[config.mk]
export PLATFORM = sky130hd
export DESIGN_NAME = fmt_packer
export DESIGN_NICKNAME = d
export VERILOG_FILES = /design/src/rtl/fmt_pkg.sv /design/src/rtl/fmt_pkt_buf.sv /design/src/rtl/fmt_packer.sv
export SDC_FILE = /design/constraint.sdc
export NUM_CORES = 1
export LEC_CHECK = 0
export ABC_AREA = 1
export BUFFER_PORTS_ARGS = -buffer_cell sky130_fd_sc_hd__buf_2
export CAP_MARGIN = 20
export CORE_MARGIN = 2
export CORE_UTILIZATION = 50
export DETAILED_ROUTE_END_ITERATION = 8
export PLACE_DENSITY = 0.63
export SLEW_MARGIN = 40
export SYNTH_ARGS = -nofsm -noshare
export SYNTH_HDL_FRONTEND = slang
export SYNTH_SLANG_ARGS = --single-unit
[constraint.sdc]
create_clock -name clk_i -period 10 [get_ports clk_i]
set_input_delay 3 -clock clk_i [delete_from_list [all_inputs] [get_ports clk_i]]
set_output_delay 3 -clock clk_i [all_outputs]
set_load 0.1 [all_outputs]
[src/rtl/fmt_pkg.sv]
// Shared types, pkglen_sel encodings and the length decoder for the fmt_packer formatter.
package fmt_pkg;

    typedef enum logic [1:0] {IDLE, FILL, REQ, SEND} fmt_state_e;

    localparam logic [2:0] LEN4  = 3'd0;
    localparam logic [2:0] LEN8  = 3'd1;
    localparam logic [2:0] LEN16 = 3'd2;
    localparam logic [2:0] LEN32 = 3'd3;

    // Selects above the largest legal shift, or lengths past the buffer, clamp to maxlen.
    function automatic int unsigned len_decode(input logic [2:0] sel, input int unsigned maxlen);
        int unsigned len;
        len = 32'd4 << sel;
        if (sel > 3'd5 || len > maxlen) begin
            len = maxlen;
        end
        return len;
    endfunction

endpackage

[src/rtl/fmt_pkt_buf.sv]
// Packet storage: one write port, one asynchronous read port, no reset on the array.
module fmt_pkt_buf #(
    parameter int unsigned DW    = 32,
    parameter int unsigned DEPTH = 32,
    localparam int unsigned AW   = $clog2(DEPTH)
) (
    input  logic          clk,
    input  logic          we,
    input  logic [AW-1:0] waddr,
    input  logic [DW-1:0] wdata,
    input  logic [AW-1:0] raddr,
    output logic [DW-1:0] rdata
);

    logic [DW-1:0] mem [DEPTH];

    always_ff @(posedge clk) begin
        if (we) begin
            mem[waddr] <= wdata;
        end
    end

    assign rdata = mem[raddr];

endmodule

[src/rtl/fmt_packer.sv]
// Packet formatter: buffers one single-channel packet from the arbiter, requests the bus,
// then streams it out with start/end framing under sink back-pressure.
module fmt_packer
    import fmt_pkg::*;
#(
    parameter int unsigned DW     = 32,
    parameter int unsigned NCH    = 4,
    parameter int unsigned MAXLEN = 32,
    localparam int unsigned CHW   = $clog2(NCH),
    localparam int unsigned LW    = $clog2(MAXLEN) + 1
) (
    input  logic           clk_i,
    input  logic           rstn_i,
    input  logic [2:0]     pkglen_sel_i,
    input  logic           a2f_val_i,
    input  logic [CHW-1:0] a2f_id_i,
    input  logic [DW-1:0]  a2f_data_i,
    output logic           f2a_ack_o,
    output logic           fmt_id_req_o,
    input  logic           fmt_grant_i,
    input  logic           fmt_rdy_i,
    output logic           fmt_req_o,
    output logic [CHW-1:0] fmt_chid_o,
    output logic [LW-1:0]  fmt_length_o,
    output logic [DW-1:0]  fmt_data_o,
    output logic           fmt_start_o,
    output logic           fmt_end_o
);

    localparam int unsigned AW = $clog2(MAXLEN);

    fmt_state_e     state, state_next;
    logic [CHW-1:0] cur_ch;
    logic [LW-1:0]  cur_len, wr_cnt, rd_cnt, dec_len;
    logic           out_vld, buf_we, last_xfer, consume, done, load;
    logic [AW-1:0]  buf_waddr;
    logic [DW-1:0]  buf_rdata;

    assign dec_len   = LW'(len_decode(pkglen_sel_i, MAXLEN));
    assign last_xfer = (state == FILL) && buf_we && (wr_cnt == cur_len - LW'(1));
    assign consume   = out_vld && fmt_rdy_i;
    assign done      = consume && fmt_end_o;
    // The first SEND cycle preloads word 0; afterwards a word is fetched only as one is consumed.
    assign load      = (state == SEND) && (!out_vld || (consume && !fmt_end_o));

    always_ff @(posedge clk_i) begin
        if (!rstn_i) begin
            state <= IDLE;
        end else begin
            state <= state_next;
        end
    end

    always_comb begin
        state_next = state;
        case (state)
            IDLE:    if (a2f_val_i) state_next = FILL;
            FILL:    if (last_xfer) state_next = REQ;
            REQ:     if (fmt_grant_i) state_next = SEND;
            SEND:    if (done) state_next = IDLE;
            default: state_next = IDLE;
        endcase
    end

    always_comb begin
        f2a_ack_o    = 1'b0;
        fmt_id_req_o = 1'b0;
        buf_waddr    = wr_cnt[AW-1:0];
        if (rstn_i) begin
            case (state)
                IDLE: begin
                    fmt_id_req_o = 1'b1;
                    f2a_ack_o    = a2f_val_i;
                    buf_waddr    = '0;
                end
                FILL:    f2a_ack_o = (a2f_id_i == cur_ch);
                default: f2a_ack_o = 1'b0;
            endcase
        end
        buf_we = a2f_val_i && f2a_ack_o;
    end

    always_ff @(posedge clk_i) begin
        if (!rstn_i) begin
            cur_ch       <= '0;
            cur_len      <= '0;
            wr_cnt       <= '0;
            rd_cnt       <= '0;
            out_vld      <= 1'b0;
            fmt_req_o    <= 1'b0;
            fmt_chid_o   <= '0;
            fmt_length_o <= '0;
            fmt_data_o   <= '0;
            fmt_start_o  <= 1'b0;
            fmt_end_o    <= 1'b0;
        end else begin
            case (state)
                IDLE: begin
                    if (a2f_val_i) begin
                        cur_ch  <= a2f_id_i;
                        cur_len <= dec_len;
                        wr_cnt  <= LW'(1);
                        rd_cnt  <= '0;
                    end
                end
                FILL: begin
                    if (buf_we) begin
                        wr_cnt <= wr_cnt + LW'(1);
                    end
                    if (last_xfer) begin
                        fmt_req_o    <= 1'b1;
                        fmt_chid_o   <= cur_ch;
                        fmt_length_o <= cur_len;
                    end
                end
                REQ: begin
                    if (fmt_grant_i) begin
                        fmt_req_o <= 1'b0;
                        rd_cnt    <= '0;
                    end
                end
                SEND: begin
                    if (done) begin
                        out_vld      <= 1'b0;
                        fmt_chid_o   <= '0;
                        fmt_length_o <= '0;
                        fmt_data_o   <= '0;
                        fmt_start_o  <= 1'b0;
                        fmt_end_o    <= 1'b0;
                    end else if (load) begin
                        out_vld     <= 1'b1;
                        fmt_data_o  <= buf_rdata;
                        fmt_start_o <= (rd_cnt == '0);
                        fmt_end_o   <= (rd_cnt == cur_len - LW'(1));
                        rd_cnt      <= rd_cnt + LW'(1);
                    end
                end
                default: ;
            endcase
        end
    end

    fmt_pkt_buf #(
        .DW    (DW),
        .DEPTH (MAXLEN)
    ) u_buf (
        .clk   (clk_i),
        .we    (buf_we),
        .waddr (buf_waddr),
        .wdata (a2f_data_i),
        .raddr (rd_cnt[AW-1:0]),
        .rdata (buf_rdata)
    );

endmodule

==> metrics.txt <==
# TYPE chip_impl_metric gauge
chip_impl_metric{name="power.switching",unit="uW"} 4080
chip_impl_metric{name="yosysWarningCount",unit=""} 0
chip_impl_metric{name="path_max_fanout",unit=""} 48
chip_impl_metric{name="chipHeight",unit="um"} 300
chip_impl_metric{name="max_freq",unit="MHz"} 135
chip_impl_metric{name="ant_nets",unit=""} 0
chip_impl_info{name="synth_top_cells_by_count",value="edfxtp_1, nand2_1, nor2_1"} 1
chip_impl_metric{name="netlist_area",unit="mm2"} 0.0438
chip_impl_metric{name="synth_edf_count",unit=""} 1024
chip_impl_metric{name="placed_area",unit="mm2"} 0.0454
chip_impl_metric{name="route.detailed.vias_per_inst",unit=""} 5.83
chip_impl_metric{name="cts_htree_levels",unit=""} 3
chip_impl_info{name="hold_path_class",value="reg2reg"} 1
chip_impl_metric{name="slew_viol_final",unit=""} 0
chip_impl_metric{name="postSynthRegisterBits",unit=""} 1091
chip_impl_info{name="end_kind",value="primary output"} 1
chip_impl_metric{name="first_pass_iters",unit=""} 7
chip_impl_info{name="status",value="finished with violations"} 1
chip_impl_metric{name="switching_share",unit="%"} 33.2
chip_impl_metric{name="postRouteWirelength",unit="mm"} 115
chip_impl_metric{name="average_cell_area_after_synthesis",unit="um2"} 12.3
chip_impl_metric{name="cts-buffers-inserted",unit=""} 109
chip_impl_info{name="post-synth-top-count-cell",value="edfxtp_1"} 1
chip_impl_metric{name="final_global_route_overflow_total",unit=""} 0
chip_impl_metric{name="synthArstFlopShare",unit="%"} 0
chip_impl_metric{name="placement_rows",unit=""} 108
chip_impl_metric{name="pre_cts_slack",unit="ns"} 2.61
chip_impl_metric{name="max-vdd-ir-drop",unit="mV"} 0.235
chip_impl_metric{name="worst_slew_margin_rel",unit="%"} 41.4
chip_impl_info{name="yosysTopAreaCell",value="edfxtp_1"} 1
chip_impl_metric{name="pwr_density_cell",unit="mW/mm2"} 251
chip_impl_metric{name="final.hold.worst_slack",unit="ns"} 0.462
chip_impl_info{name="worst_r2r_startpoint",value="state[1]"} 1
chip_impl_metric{name="timing_worst_slew_pin_value",unit="ns"} 0.879
chip_impl_info{name="grt_setup_unrepaired",value="false"} 1
chip_impl_info{name="timing.critical_path.from_type",value="input port"} 1
chip_impl_metric{name="total_global_routing_track_utilization",unit="%"} 25.2
chip_impl_metric{name="cts.sink_count",unit=""} 1091
chip_impl_metric{name="starting_density_of_the_core",unit="%"} 50.5
chip_impl_metric{name="worst_clock_skew",unit="ns"} 0.0269
chip_impl_metric{name="seqPwrFrac",unit="%"} 42.2
chip_impl_metric{name="total_of_endpoints_with_negative_setup_slack_in_the_final_report",unit=""} 0
chip_impl_metric{name="place.gp.congestion",unit=""} 0.817
chip_impl_metric{name="die_footprint",unit="mm2"} 0.0899
chip_impl_metric{name="grt_max_degree",unit=""} 197
chip_impl_metric{name="first_pass_grt_wire_length",unit="mm"} 169
chip_impl_metric{name="cp.arrival",unit="ns"} 4.41
chip_impl_metric{name="critPathRequiredTime",unit="ns"} 7.00
chip_impl_metric{name="synth_top_area_share",unit="%"} 70.2
chip_impl_metric{name="power.leakage",unit="uW"} 0.0164
chip_impl_metric{name="antenna_found_initial",unit=""} 4
chip_impl_info{name="tritoncts",value="yes"} 1
chip_impl_metric{name="slack_of_the_worst_reg_to_reg_path",unit="ns"} 6.21
chip_impl_metric{name="first_iteration_detailed_routing_drc_count",unit=""} 2885
chip_impl_metric{name="clock_latency_late_sink",unit="ns"} 0.67
chip_impl_metric{name="final_layout_size_suffix_gt1_share",unit="%"} 9.83
chip_impl_metric{name="placement.io_buffers",unit=""} 84
chip_impl_metric{name="worst_setup_hold_path_clk_slew",unit="ns"} 0.06
chip_impl_metric{name="detail_route.wl_per_cell",unit="um"} 23.8
chip_impl_metric{name="p_comb_share",unit="%"} 25.2
chip_impl_info{name="synthFlopType",value="edfxtp_1"} 1
chip_impl_metric{name="placeableCoreArea",unit="mm2"} 0.0868
chip_impl_metric{name="post_synth_inst_count",unit=""} 3557
chip_impl_info{name="failed_checks",value="DRC"} 1
chip_impl_metric{name="internal_power_of_the_cells",unit="uW"} 8200
chip_impl_metric{name="dp_hpwl",unit="mm"} 61.8
chip_impl_metric{name="ys_types",unit=""} 35
chip_impl_metric{name="holdPathStages",unit=""} 2
chip_impl_metric{name="worst_r2r_path_depth",unit=""} 11
chip_impl_metric{name="design.final.nets",unit=""} 3632
chip_impl_info{name="holdPathEnd",value="fmt_data_o[6]"} 1
chip_impl_info{name="synth_area_leaders",value="edfxtp_1, nand2_1, nor2_1"} 1
chip_impl_metric{name="hold_viol",unit=""} 0
chip_impl_info{name="worstReg2RegEnd",value="u_buf.mem[0][17]"} 1
chip_impl_info{name="category_of_the_critical_setup_timing_path",value="in2out"} 1
chip_impl_metric{name="detail_route.drc_violations",unit=""} 1
chip_impl_metric{name="synth_sequential_area_ratio",unit="%"} 73.3
chip_impl_metric{name="post_cts_buffers",unit=""} 0
chip_impl_metric{name="die_width",unit="um"} 300
chip_impl_metric{name="layout_setup_ws",unit="ns"} 2.59
chip_impl_metric{name="cts_hold_buffers",unit=""} 0
chip_impl_metric{name="timing.max_cap.violations",unit=""} 0
chip_impl_metric{name="cts-root-to-sink-buffers",unit=""} 3
chip_impl_metric{name="timing.final.crit_share",unit="%"} 74.1
chip_impl_metric{name="io_pins",unit=""} 87
chip_impl_info{name="hold_path_startpoint",value="fmt_data_o[6]"} 1
chip_impl_metric{name="share_clk_of_total_power",unit="%"} 32.6
chip_impl_metric{name="fillerInstances",unit=""} 7055
chip_impl_metric{name="routed-via-count",unit=""} 28100
chip_impl_info{name="cts_root_buffer",value="clkbuf_16"} 1
chip_impl_metric{name="n_antenna_cell",unit=""} 0
chip_impl_metric{name="first_global_vias",unit=""} 26500
chip_impl_metric{name="area_growth",unit="%"} 11.7
chip_impl_metric{name="postLayoutCellArea",unit="mm2"} 0.0489
chip_impl_metric{name="period_needed",unit="ns"} 7.41
chip_impl_metric{name="postLayoutCoreUtil",unit="%"} 56.4
chip_impl_metric{name="fin_setup_tns",unit="ns"} 0
chip_impl_info{name="cp-startpoint",value="rstn_i"} 1
chip_impl_metric{name="post_cts_resized",unit=""} 0
-- layout make-up --
class	count	area, um2	area share (%)
flip-flops and latches	1091	32100	65.7
well taps	1155	1450	2.96
inverters	47	206	0.422
clock inverters	56	495	1.01
multi-input cells	2183	10500	21.4
clock buffers	147	3010	6.16
repair buffers	150	1160	2.38
-- per-stage QoR --
| step | cells | power [uW] |
|---|---|---|
| floorplan | 3558 | 7590 |
| global placement | 4615 | 8320 |
| detailed placement | 4625 | 8360 |
| CTS | 4828 | 12300 |
| global route | 4829 | 12800 |
| finish | 4829 | 12300 |
-- power groups by stage --
stage / Sequential (uW) / Combinational [uW] / Clock (uW)
2_1_floorplan: 5400 / 2190 / 0
3_3_place_gp: 5280 / 3040 / 0
3_5_place_dp: 5280 / 3090 / 0
4_1_cts: 5180 / 3100 / 4060
5_1_grt: 5190 / 3420 / 4230
6_report: 5180 / 3090 / 4010
-- critical path, cell delays in order --
cell     delay (ns)
buf_2          0.26
inv_2          0.04
buf_4          0.38
a21oi_1        0.26
buf_2          0.46
-- kinds of logic (layout without fill, tap and decap cells) --
kind of cell               count (synthesis)  after routing  synth area share, %
adders and majority gates                  8              8                0.229
DFF                                     1091           1091                 73.3
AOI/OAI and AO/OA                        718            718                 9.71
other                                      1              2              0.00857
buffers and inverters                    284            400                 3.36
xor gates and xnor gates                   8              8                0.160
and+or+nand+nor                         1447           1447                 13.2
-- how the worst max path moves through the flow --
stage	to	cells after the start
6_report	f2a_ack_o	5
3_3_place_gp	f2a_ack_o	5
5_1_grt	f2a_ack_o	5
3_5_place_dp	f2a_ack_o	5
2_1_floorplan	f2a_ack_o	4
4_1_cts	f2a_ack_o	5
-- placed cells by master, fill, tap and decap left out, types with 39 or more instances in the layout --
cell       count
o21ai_0      321
clkbuf_16    111
buf_2         84
dfxtp_1       62
inv_1         39
o21ai_1       76
nor2_1       550
buf_4         48
a21oi_1       58
edfxtp_1    1024
o211ai_1     256
nand3_1      241
nand2_1      602
-- layer usage --
metal / GRT usage [%] / wire [um] / vias to the layer above
met3: 3.58 / 8240 / 215
li1: - / - / 12900
met1: 34.8 / 47800 / 14000
met2: 41.3 / 54900 / 1094
met5: 0 / 27 / -
met4: 8.82 / 3780 / 4
-- registers in the layout, summed over array words and instances, names as in the netlist, named ones only --
register and cells:
cur_ch 2, cur_len 4, fmt_chid_o 2, fmt_data_o 32, fmt_end_o 1, fmt_length_o 4, fmt_req_o 1, fmt_start_o 1
out_vld 1, rd_cnt 6, state 2, u_buf.mem 1024, wr_cnt 6
(Power assumes the default switching activity.)
